## config.mk

```make
export PLATFORM = sky130hd
export DESIGN_NAME = serial_add_sub_flat
export DESIGN_NICKNAME = d
export VERILOG_FILES = /design/src/rtl/serial_add_sub_if.sv /design/src/rtl/serial_add_sub.sv /design/src/flat_wrapper.sv
export SDC_FILE = /design/constraint.sdc
export NUM_CORES = 1
export LEC_CHECK = 0
export BUFFER_PORTS_ARGS = -buffer_cell sky130_fd_sc_hd__clkbuf_2
export CORE_MARGIN = 2
export CORE_UTILIZATION = 58
export DETAILED_ROUTE_END_ITERATION = 8
export GPL_TIMING_DRIVEN = 0
export PLACE_DENSITY = 0.86
export SLEW_MARGIN = 10
export SYNTH_ARGS = -nofsm -noshare
export SYNTH_HDL_FRONTEND = slang
export SYNTH_SLANG_ARGS = --single-unit
```

## constraint.sdc

```tcl
create_clock -name clk -period 2.2 [get_ports clk]
set_input_delay 0.22 -clock clk [delete_from_list [all_inputs] [get_ports clk]]
set_output_delay 0.22 -clock clk [all_outputs]
set_load 0.03 [all_outputs]
```

## src/rtl/serial_add_sub_if.sv

```systemverilog
// Operand/result bundle for the digit-serial adder/subtractor.
// master drives the request side, slave (the datapath) drives results.
interface serial_add_sub_if #(
    parameter int unsigned WIDTH = 8
) ();
    logic             start;
    logic             mode;
    logic [WIDTH-1:0] a;
    logic [WIDTH-1:0] b;
    logic             busy;
    logic             done;
    logic [WIDTH-1:0] sum;
    logic             carry_out;
    logic             overflow;

    modport master (
        output start, mode, a, b,
        input  busy, done, sum, carry_out, overflow
    );

    modport slave (
        input  start, mode, a, b,
        output busy, done, sum, carry_out, overflow
    );
endinterface

```

## src/rtl/serial_add_sub.sv

```systemverilog
// Digit-serial adder/subtractor: DIGIT bits per cycle, LSB first, carry held in a flop.
// Start/busy/done handshake; results only update at the completion edge.
module serial_add_sub #(
    parameter int unsigned WIDTH = 8,
    parameter int unsigned DIGIT = 1
) (
    input  logic               clk,
    input  logic               rst,
    serial_add_sub_if.slave    bus
);

    localparam int unsigned N     = WIDTH / DIGIT;
    localparam int unsigned CNT_W = (N > 1) ? $clog2(N) : 1;

    typedef enum logic [1:0] {
        ST_IDLE = 2'd0,
        ST_RUN  = 2'd1,
        ST_DONE = 2'd2
    } state_t;

    state_t             state_q, state_d;
    logic [CNT_W-1:0]   cnt_q, cnt_d;
    logic               carry_q, carry_d;
    logic [WIDTH-1:0]   a_q, a_d;
    logic [WIDTH-1:0]   b_q, b_d;
    logic [WIDTH-1:0]   part_q, part_d;
    logic [WIDTH-1:0]   sum_q, sum_d;
    logic               cout_q, cout_d;
    logic               ovf_q, ovf_d;
    logic               busy_q, busy_d;
    logic               done_q, done_d;

    logic [DIGIT-1:0]   dig_sum;
    logic [DIGIT:0]     dig_c;
    logic               last_digit;

    // DIGIT-bit ripple of full-adder cells fed by the carry flop
    always_comb begin
        dig_c    = '0;
        dig_sum  = '0;
        dig_c[0] = carry_q;
        for (int unsigned i = 0; i < DIGIT; i++) begin
            dig_sum[i]  = a_q[i] ^ b_q[i] ^ dig_c[i];
            dig_c[i+1]  = (a_q[i] & b_q[i]) | (dig_c[i] & (a_q[i] ^ b_q[i]));
        end
    end

    assign last_digit = (cnt_q == CNT_W'(N - 1));

    // Next-state and datapath control
    always_comb begin
        state_d = state_q;
        cnt_d   = cnt_q;
        carry_d = carry_q;
        a_d     = a_q;
        b_d     = b_q;
        part_d  = part_q;
        sum_d   = sum_q;
        cout_d  = cout_q;
        ovf_d   = ovf_q;
        busy_d  = 1'b0;
        done_d  = 1'b0;

        unique case (state_q)
            ST_IDLE: begin
                if (bus.start) begin
                    a_d     = bus.a;
                    b_d     = bus.mode ? ~bus.b : bus.b;
                    carry_d = bus.mode;
                    cnt_d   = '0;
                    state_d = ST_RUN;
                    busy_d  = 1'b1;
                end
            end

            ST_RUN: begin
                a_d     = a_q >> DIGIT;
                b_d     = b_q >> DIGIT;
                part_d  = (part_q >> DIGIT) | (WIDTH'(dig_sum) << (WIDTH - DIGIT));
                carry_d = dig_c[DIGIT];
                cnt_d   = cnt_q + CNT_W'(1);
                if (last_digit) begin
                    // Carry into the MSB is the carry into the top cell of the last digit
                    sum_d   = part_d;
                    cout_d  = dig_c[DIGIT];
                    ovf_d   = dig_c[DIGIT-1] ^ dig_c[DIGIT];
                    cnt_d   = '0;
                    state_d = ST_DONE;
                    done_d  = 1'b1;
                end else begin
                    busy_d  = 1'b1;
                end
            end

            ST_DONE: begin
                state_d = ST_IDLE;
            end

            default: begin
                state_d = ST_IDLE;
            end
        endcase
    end

    always_ff @(posedge clk) begin
        if (rst) begin
            state_q <= ST_IDLE;
            cnt_q   <= '0;
            carry_q <= 1'b0;
            a_q     <= '0;
            b_q     <= '0;
            part_q  <= '0;
            sum_q   <= '0;
            cout_q  <= 1'b0;
            ovf_q   <= 1'b0;
            busy_q  <= 1'b0;
            done_q  <= 1'b0;
        end else begin
            state_q <= state_d;
            cnt_q   <= cnt_d;
            carry_q <= carry_d;
            a_q     <= a_d;
            b_q     <= b_d;
            part_q  <= part_d;
            sum_q   <= sum_d;
            cout_q  <= cout_d;
            ovf_q   <= ovf_d;
            busy_q  <= busy_d;
            done_q  <= done_d;
        end
    end

    assign bus.busy      = busy_q;
    assign bus.done      = done_q;
    assign bus.sum       = sum_q;
    assign bus.carry_out = cout_q;
    assign bus.overflow  = ovf_q;

endmodule

```

## src/flat_wrapper.sv

```systemverilog
// flat-port wrapper written by rule: the top's interface ports become plain ports
module serial_add_sub_flat 
#(
    parameter int unsigned WIDTH = 8,
    parameter int unsigned DIGIT = 1
)
  (clk, rst, bus_start, bus_mode, bus_a, bus_b, bus_busy, bus_done, bus_sum, bus_carry_out, bus_overflow);
  serial_add_sub_if #(.WIDTH(WIDTH)) bus_i ();
  input  logic clk;
  input  logic rst;
  input wire logic [$bits(bus_i.start)-1:0] bus_start;
  input wire logic [$bits(bus_i.mode)-1:0] bus_mode;
  input wire logic [$bits(bus_i.a)-1:0] bus_a;
  input wire logic [$bits(bus_i.b)-1:0] bus_b;
  output wire logic [$bits(bus_i.busy)-1:0] bus_busy;
  output wire logic [$bits(bus_i.done)-1:0] bus_done;
  output wire logic [$bits(bus_i.sum)-1:0] bus_sum;
  output wire logic [$bits(bus_i.carry_out)-1:0] bus_carry_out;
  output wire logic [$bits(bus_i.overflow)-1:0] bus_overflow;
  assign bus_i.start = bus_start;
  assign bus_i.mode = bus_mode;
  assign bus_i.a = bus_a;
  assign bus_i.b = bus_b;
  assign bus_busy = bus_i.busy;
  assign bus_done = bus_i.done;
  assign bus_sum = bus_i.sum;
  assign bus_carry_out = bus_i.carry_out;
  assign bus_overflow = bus_i.overflow;
  serial_add_sub #(.WIDTH(WIDTH), .DIGIT(DIGIT)) u_core (.clk(clk), .rst(rst), .bus(bus_i));
endmodule
```

After elaboration in Yosys (flattened, before gate mapping). Index checks and enable logic that the tools add are counted.

Add/subtract/negate cells: 1. Equality and inequality tests: 4. Multiplexer cells: 17. Bitwise gates (word level): 9. Reduce and logical (&&, ||, !) cells: 6.

Operators with widths (number): $pmux 8 s2 (2); $mux 8 (3); $not 8->8 (1); $or 7x8->8 (1); $mux 3 (2); $pmux 3 s2 (1); $reduce_and 2->1 (3); $mux 1 (4); $mux 2 (2); $pmux 1 s2 (2); $pmux 2 s2 (1); $add 3x1->3 const B (1); $eq 3x3->1 const B (1); $xor 1x1->1 (3); $and 1x1->1 (2); $eq 2x1->1 const B (1); $logic_not 2->1 (1); $ne 2x1->1 const B (1); $ne 2x2->1 const B (1); $reduce_bool 2->1 (1); $reduce_or 2->1 (1); $not 1->1 (1); $or 1x1->1 (1).

Register bits after elaboration: 42. Input bits: 20. Output and inout port bits: 12. Logic and storage cells: 48.

Longest topological paths before layout. Gate-level depths: netlist of run 1.

Depth in word-level cells: 4. Gate-level depth with buffers: 6.

Worst setup path after synthesis of run 1. Ideal clock, no wire load.

Path kind: flip-flop to flip-flop. From: register u_core.cnt_q[0]. To: register u_core.ovf_q (netlist: u_core.bus.overflow). Data arrival time: 1.182 ns. Required time: 2.114 ns. Slack: 0.932 ns. Stages on the path, launching flop included: 6. Buffers on the path: 1. Clock period less this slack: 1.268 ns. Cells stage by stage: dfxtp_1 -> ha_1 -> ha_1 -> and3b_1 -> buf_2 -> a211oi_1.

Word-level cells in the longest chain between the ends: 2.

Ends and longest elaborated chain: start, declared (line serial_add_sub.sv:22) `logic [CNT_W-1:0] cnt_q, cnt_d;`; start signal, assigned (line serial_add_sub.sv:120) `cnt_q <= cnt_d;`; $eq 3x3->1 (line serial_add_sub.sv:48) `assign last_digit = (cnt_q == CNT_W'(N - 1));`; net u_core.last_digit (line serial_add_sub.sv:35) `logic last_digit;`; $reduce_and 2->1 (no line); end signal, assigned (line serial_add_sub.sv:127) `ovf_q <= ovf_d;`; end, declared (line serial_add_sub.sv:29) `logic ovf_q, ovf_d;`.

The timed path passes the listed nets, and every way through them passes these cells. A chain may end at the register's enable or synchronous reset.

Worst setup path after layout of run 1.
From: register u_core.cnt_q[0]. To: register u_core.sum_q[1] (netlist: u_core.bus.sum[1]).

Word-level cells in the longest chain between the ends: 2.

Ends and longest elaborated chain: $eq 3x3->1 (line serial_add_sub.sv:48); net u_core.last_digit (line serial_add_sub.sv:35); $reduce_and 2->1 (no line); end signal, assigned (line serial_add_sub.sv:125) `sum_q <= sum_d;`; end, declared (line serial_add_sub.sv:27) `logic [WIDTH-1:0] sum_q, sum_d;`.

The timed path passes the listed nets, and every way through them passes these cells.

==> impl_results.md, run 1 <==
- Synth Warn #: 0
- DRT iter0 DRCs: 69
- Failing checks: DRC
- Num Clock Sinks: 41
- Ys flop type: dfxtp_1
- Floorplan row count: 19
- Max incr delay on CP: 0.35 ns
- Largest family of logic cells by synthesized area: compound AO/OA/AOI/OAI gates
- Die X-Extent: 58.68 um
- Mapped Nets: 217
- Pwr Density: 691.7 mW/mm2
- Arr. time, crit path: 1.71 ns
- CP dominant cell by count: ha_1
- Area after DPL: 0.001923 mm2
- CTS clk-pin slew, worst paths: 0.10 ns
- Post-Synth Simple-Gate Area: 0.1580
- Global route overflow: 0
- RSZ-0062 raised after global routing: no
- Setup TNS: 0 ns
- Element type at the critical path start: register
- Status: complete, but fails checks
- Max-slew violations: 0
- Slew @ Worst Pin: 0.4961 ns
- Skew final: 0.01221 ns
- Largest net degree at the start of global routing: 12
- Post-route ant nets: 0
- Mapped Area: 0.001734 mm2
- Cells along the critical path: ha_1 -> ha_1 -> nand3b_1 -> buf_2 -> nand2_1 -> a21oi_1
- CTS tree: done
- FF-to-FF path depth: 6
- Synth unique cells: 27
- Crit path time final: 1.449 ns
- #FFs+latches synth: 41
- P_leak: 0.8108 nW
- TritonCTS buffer count: 5
- GR Util All Layers: 0.2276
- Reg2reg end: u_core.bus.sum[1]
- Vias in the first global route: 1,378
- Vias: 1,448
- FF-to-FF setup slack: 0.75 ns
- Reg2reg start: u_core.cnt_q[0]
- Post-synthesis adder-cell area fraction: 0.02597
- Vias/cell: 5.527
- Core Box Area: 0.002805 mm2
- Die Ht: 58.68 um
- Starting density of the core: 0.6182
- Total power: 1.368 mW
- Largest cells by area after synthesis: dfxtp_1 47%, a21oi_1 7.2%, nand2_1 7.1%
- Drt first pass iters: 6
- Post-synthesis compound-gate area fraction: 0.2352
- Register area: 820.8 um2
- Crit share post-route: 0.6585
- Post-Synthesis Mean Instance Area: 8.939 um2
- Final Routed Wirelength: 3375 um
- Fin area: 0.001978 mm2
- Synth top area share: 0.4733
- Wire length per cell: 12.88 um
- First-pass GRT wire length: 6009 um
- Ys async rst share: 0
- Slew margin rel.: 0.6689
- CP Max Fanout: 10
- Post-Syn Instances: 194
- # hold bufs at CTS: 0
- CP endpoint kind: register
- Area growth syn-to-layout: 14.07%
- Multi-input logic area: 815.8 um2
- Final setup fails: 0
- Post-synthesis sequential area ratio: 0.4733
- Worst Hold Class: primary input to register
- Maximum clock insertion buffer count: 2
- Die Area: 0.003443 mm2
- Critical path's slowest cell: dfxtp_1
- Final Hold Vio Count: 0
- Antenna violations before repair: 0
- Maxcap violations: 0
- Drt drc: 2
- Final GP Congestion: 0.8018
- IO Count: 32
- Setup bufs post-CTS: 0
- Maximum VDD drop: 0.4924 mV
- WS Path Type: register to register
- Clk root buf: clkbuf_4
- Portion of netlist area occupied by mux cells: 0.005772
- Fill count: 230
- # H-tree levels: 2
- Synth area leader: dfxtp_1
- Post-Synth XOR/XNOR Area: 0.04545
- HP Start: rst
- Share of layout cells above drive strength 1: 0.2338
- Max Clock Freq: 0.6903 GHz
- Clk_lat worst skew: 0.34 ns
- Worst path required time: 2.46 ns
- Endpoint of the worst hold path: u_core.b_q[0]
- Post-synth EDFFs: 0
- Final nets: 254
- N_diodes: 0
- HPWL after DPL: 2419 um
- PostCTS Resize Cnt: 0
- Port bufs: 30
- Hold Path Depth: 2
cell usage after synthesis, types with 4 or more instances:
cell / n
o221a_2: 7
nor2_1: 24
a2111oi_1: 5
dfxtp_1: 41
clkbuf_1: 6
xnor2_1: 8
nand2_1: 33
a21oi_1: 25
a22oi_1: 4
o22a_1: 7
buf_2: 6
inv_1: 8
worst max-delay path: cells and delay by family, from the launching register on:
family                   cells  cell delay (ns)
adder cells (fa/ha/maj)      2             0.43
buffers and inverters        1             0.24
flip-flops                   1             0.35
AND/OR/NAND/NOR              2             0.21
AO/OA/AOI/OAI                1             0.16
per-layer routing:
layer	wire, um	vias to the layer above	part of all wire	track usage
met1	1600	669	0.47	0.2959
met5	0	-	0	0
met2	1594	29	0.47	0.3740
met3	133	7	0.039	0.04615
met4	47	0	0.014	0.08766
li1	-	743	-	-
worst max path at each step:
stage | start | endpoint | depth (start not counted)
2_1_floorplan | u_core.cnt_q[0] | u_core.bus.overflow | 5
3_3_place_gp | u_core.cnt_q[0] | u_core.bus.sum[2] | 6
3_5_place_dp | u_core.cnt_q[0] | u_core.bus.sum[1] | 6
4_1_cts | u_core.cnt_q[0] | u_core.bus.sum[1] | 6
5_1_grt | u_core.cnt_q[0] | u_core.bus.sum[6] | 6
6_report | u_core.cnt_q[0] | u_core.bus.sum[1] | 6
cells in the final DEF (no fill, tap or decap), types with 4 or more instances in the layout:
cell | Yosys | routed
a2111oi_1 | 5 | 5
a21oi_1 | 25 | 25
a22oi_1 | 4 | 4
buf_2 | 6 | 6
clkbuf_1 | 6 | 7
clkbuf_2 | 0 | 30
clkbuf_4 | 0 | 5
dfxtp_1 | 41 | 41
inv_1 | 8 | 8
nand2_1 | 33 | 33
nor2_1 | 24 | 24
o221a_2 | 7 | 7
o22a_1 | 7 | 7
xnor2_1 | 8 | 8
flip-flops by register name, indices dropped and copies added, names as in the netlist:
| signal | count |
|---|---|
| u_core.bus.carry_out | 1 |
| u_core.bus.busy | 1 |
| u_core.bus.sum | 8 |
| u_core.b_q | 8 |
| u_core.bus.done | 1 |
| u_core.bus.overflow | 1 |
| u_core.part_q | 7 |
| u_core.state_q | 2 |
| u_core.cnt_q | 3 |
| u_core.a_q | 8 |
| u_core.carry_q | 1 |
layout make-up:
type | count | share of cell area
multi-input cells | 131 | 0.4124
inverters | 8 | 0.01518
plain buffers | 14 | 0.03416
flip-flops and latches | 41 | 0.4149
clock buffers | 7 | 0.02783
repair buffers | 30 | 0.07590
well taps | 31 | 0.01961
cells by family (layout without fill, tap and decap cells):
| logic type | after synthesis | after routing |
|---|---|---|
| compound gates | 54 | 54 |
| xor+xnor | 9 | 9 |
| fa+ha+maj | 3 | 3 |
| buf+inv | 22 | 59 |
| flops | 41 | 41 |
| mux | 1 | 1 |
| simple gates | 64 | 64 |
metrics by stage:
step | setup WS (ns) | hold WS, ns | cells | util
6_report | 0.7513 | 0.1148 | 262 | 0.7052
4_1_cts | 0.7403 | 0.1033 | 262 | 0.7052
3_5_place_dp | 0.7666 | 0.4454 | 255 | 0.6855
3_3_place_gp | 0.8173 | 0.4428 | 255 | 0.6855
2_1_floorplan | 0.9322 | 0.2889 | 194 | -
5_1_grt | 0.6539 | 0.1024 | 262 | 0.7052
where the power goes:
group	switching (mW)	total [mW]	internal, mW	leakage, nW
clock network	0.219	0.370	0.151	0.0314
logic	0.100	0.189	0.0890	0.444
registers	0.0281	0.808	0.780	0.335
(Power assumes the default switching activity.)
==> inputs of run 2 (changes only) <==
- CORE_UTILIZATION: 58 -> 49
- PLACE_DENSITY: 0.86 -> 0.77
- clock period: 2.2 -> 1.3 ns (I/O delays scaled with it)
==> run 2 against run 1 <==
  * The run now ends clean
  * Fmax increased by 12%
  * Cell area increased by 8.9%
  * Sequential cell count unchanged
  * Die area increased by 17%
  * Non-clock buffer count increased by 4
  * Utilization decreased by 6.5 points
  * Clock-buffer cell count increased by 1
  * Critical path type unchanged
  * Largest power group unchanged
  * Highest routed layer unchanged
==> impl_results.md, run 2 (synthesis results as in run 1) <==
- Status: finished, final reports clean
- Die Ht: 63.49 um (+8.2%)
- Die Area: 0.004031 mm2 (+17%)
- Maxcap violations: 0 (unchanged)
- Num Clock Sinks: 41 (unchanged)
- N_diodes: 0 (unchanged)
- RSZ-0062 raised after global routing: yes
- First-pass GRT wire length: 6279 um (+4.5%)
- WS Path Type: register to register
- Final Hold Vio Count: 0 (unchanged)
- Die X-Extent: 63.49 um (+8.2%)
- Most frequent cells in the layout: 37 x dfxtp_1, 32 x clkbuf_2, 24 x nand2_1, 24 x nor2_1, 20 x a21oi_1
- Final Routed Wirelength: 3758 um (+11%)
- Setup TNS: 0 ns (unchanged)
- Register area: 830.8 um2 (+1.2%)
- Worst Hold Class: primary input to register
- Floorplan row count: 21 (+2)
- Slew @ Worst Pin: 0.5719 ns (+0.07582 ns)
- Antenna violations before repair: 0 (unchanged)
- Maximum clock insertion buffer count: 2 (unchanged)
- Core Box Area: 0.003363 mm2 (+20%)
- CP startpoint: u_core.cnt_q[0]
- TritonCTS buffer count: 5 (unchanged)
- Vias: 1,492 (+3.0%)
- Leading cell type in the layout, fill and taps excluded: dfxtp_1
- Pwr Density: 1082 mW/mm2 (+56%)
- Total power: 2.331 mW (+70%)
- # hold bufs at CTS: 0 (unchanged)
- Max-slew violations: 0 (unchanged)
- Fill count: 314 (+37%)
- # H-tree levels: 2 (unchanged)
- Max Clock Freq: 0.7740 GHz (+12%)
- Share of layout cells above drive strength 1: 0.3602 (+0.1264)
- CP Max Fanout: 5 (-5)
- Global route overflow: 0 (unchanged)
- Crit share post-route: 0.9938 (+0.3354)
- Skew final: 0.005645 ns (-0.006564 ns)
- Wire length per cell: 13.33 um (+3.5%)
- FF-to-FF setup slack: 0.008 ns (-0.74 ns)
- Final nets: 258 (+1.6%)
- Post-route ant nets: 0 (unchanged)
- Element type at the critical path start: register
- GR Util All Layers: 0.1965 (-0.03104)
- CP endpoint: u_core.bus.sum[2]
- Starting density of the core: 0.5156 (-0.1026)
- Final Util: 0.6406 (-0.06455)
- FF-to-FF path depth: 6 (unchanged)
- Multi-input logic area: 912.1 um2 (+12%)
- Worst path required time: 1.51 ns (-0.95 ns)
- Slew margin rel.: 0.6187 (-0.05019)
- Maximum VDD drop: 0.7712 mV (+57%)
- Reg2reg start: u_core.cnt_q[0]
- Clk root buf: clkbuf_4
- CTS clk-pin slew, worst paths: 0.11 ns (about the same)
- Place WS: -0.1198 ns (-0.8864 ns)
- Arr. time, crit path: 1.51 ns (-0.20 ns)
- IO Count: 32 (unchanged)
- Largest net degree at the start of global routing: 12 (unchanged)
- Area growth syn-to-layout: 24.24%
- Drt drc: 0 (-2)
- Clk_lat worst skew: 0.34 ns (about the same)
- Port bufs: 30 (unchanged)
- Setup slack after layout: 0.008016 ns (-0.7433 ns)
- Vias/cell: 5.291 (-4.3%)
- DRT iter0 DRCs: 78 (+13%)
- Vias in the first global route: 1,395 (+1.2%)
- HPWL after DPL: 2467 um (+2.0%)
- Drt first pass iters: 4 (-2)
- Reg2reg end: u_core.bus.sum[2]
- CTS tree: done
- P_leak: 0.8643 nW (+6.6%)
- Final GP Congestion: 0.7623 (-4.9%)
- Final setup fails: 0 (unchanged)
- CP endpoint kind: register
- Fin Hold WS: 0.02035 ns (-0.09447 ns)
- Crit path time final: 1.292 ns (-0.1567 ns)
## run 2: worst min-delay path by stage
stage          start             to  slack (ns)  cells past startpoint
2_1_floorplan    rst  u_core.b_q[0]        0.20                      1
3_3_place_gp     rst  u_core.b_q[0]        0.39                      2
3_5_place_dp     rst  u_core.b_q[0]        0.38                      2
4_1_cts          rst  u_core.b_q[0]       0.005                      2
5_1_grt          rst  u_core.b_q[0]        0.02                      2
6_report         rst  u_core.b_q[0]        0.02                      2
## run 2: critical path, cell delays in order, from the launching register on
cell and delay (ns):
dfxtp_2 0.35, ha_4 0.16, ha_4 0.16, and3b_2 0.23, buf_6 0.15, nand2_2 0.06, a21oi_1 0.05
## run 2: layer usage
metal / track usage / vias to the layer above / wire, um
met5: 0 / - / 0
met4: 0.07065 / 0 / 23
met2: 0.2974 / 34 / 1724
met3: 0.05893 / 4 / 214
met1: 0.2649 / 704 / 1797
li1: - / 750 / -
## run 2: per-stage QoR
| stage | std cells | cell area, um2 |
|---|---|---|
| after global routing | 282 | 2155 |
| after floorplan | 194 | 1734 |
| final | 282 | 2155 |
| after detailed placement | 270 | 1942 |
| after global placement | 270 | 1942 |
| after CTS | 281 | 2048 |
## run 2: what timing repair did
action	4_1_cts	5_1_grt
endpoints found under the setup margin	32	26
gates resized for setup	11	32
gates cloned	0	1
buffers inserted	3	0
pin swaps	0	6
## run 2: layout make-up
cell class,instances,area share
Multi-Input combinational cell,131,0.4233
Sequential cell,41,0.3856
Timing Repair Buffer,34,0.08537
Buffer,14,0.04239
Tap cell,46,0.02671
Clock buffer,8,0.02265
Inverter,8,0.01394
## run 2: power breakdown
| group | internal [mW] | switching [mW] | leakage, nW |
|---|---|---|---|
| logic | 0.171 | 0.186 | 0.500 |
| registers | 1.32 | 0.0520 | 0.338 |
| clock network | 0.216 | 0.386 | 0.0265 |
| total | 1.71 | 0.624 | 0.864 |
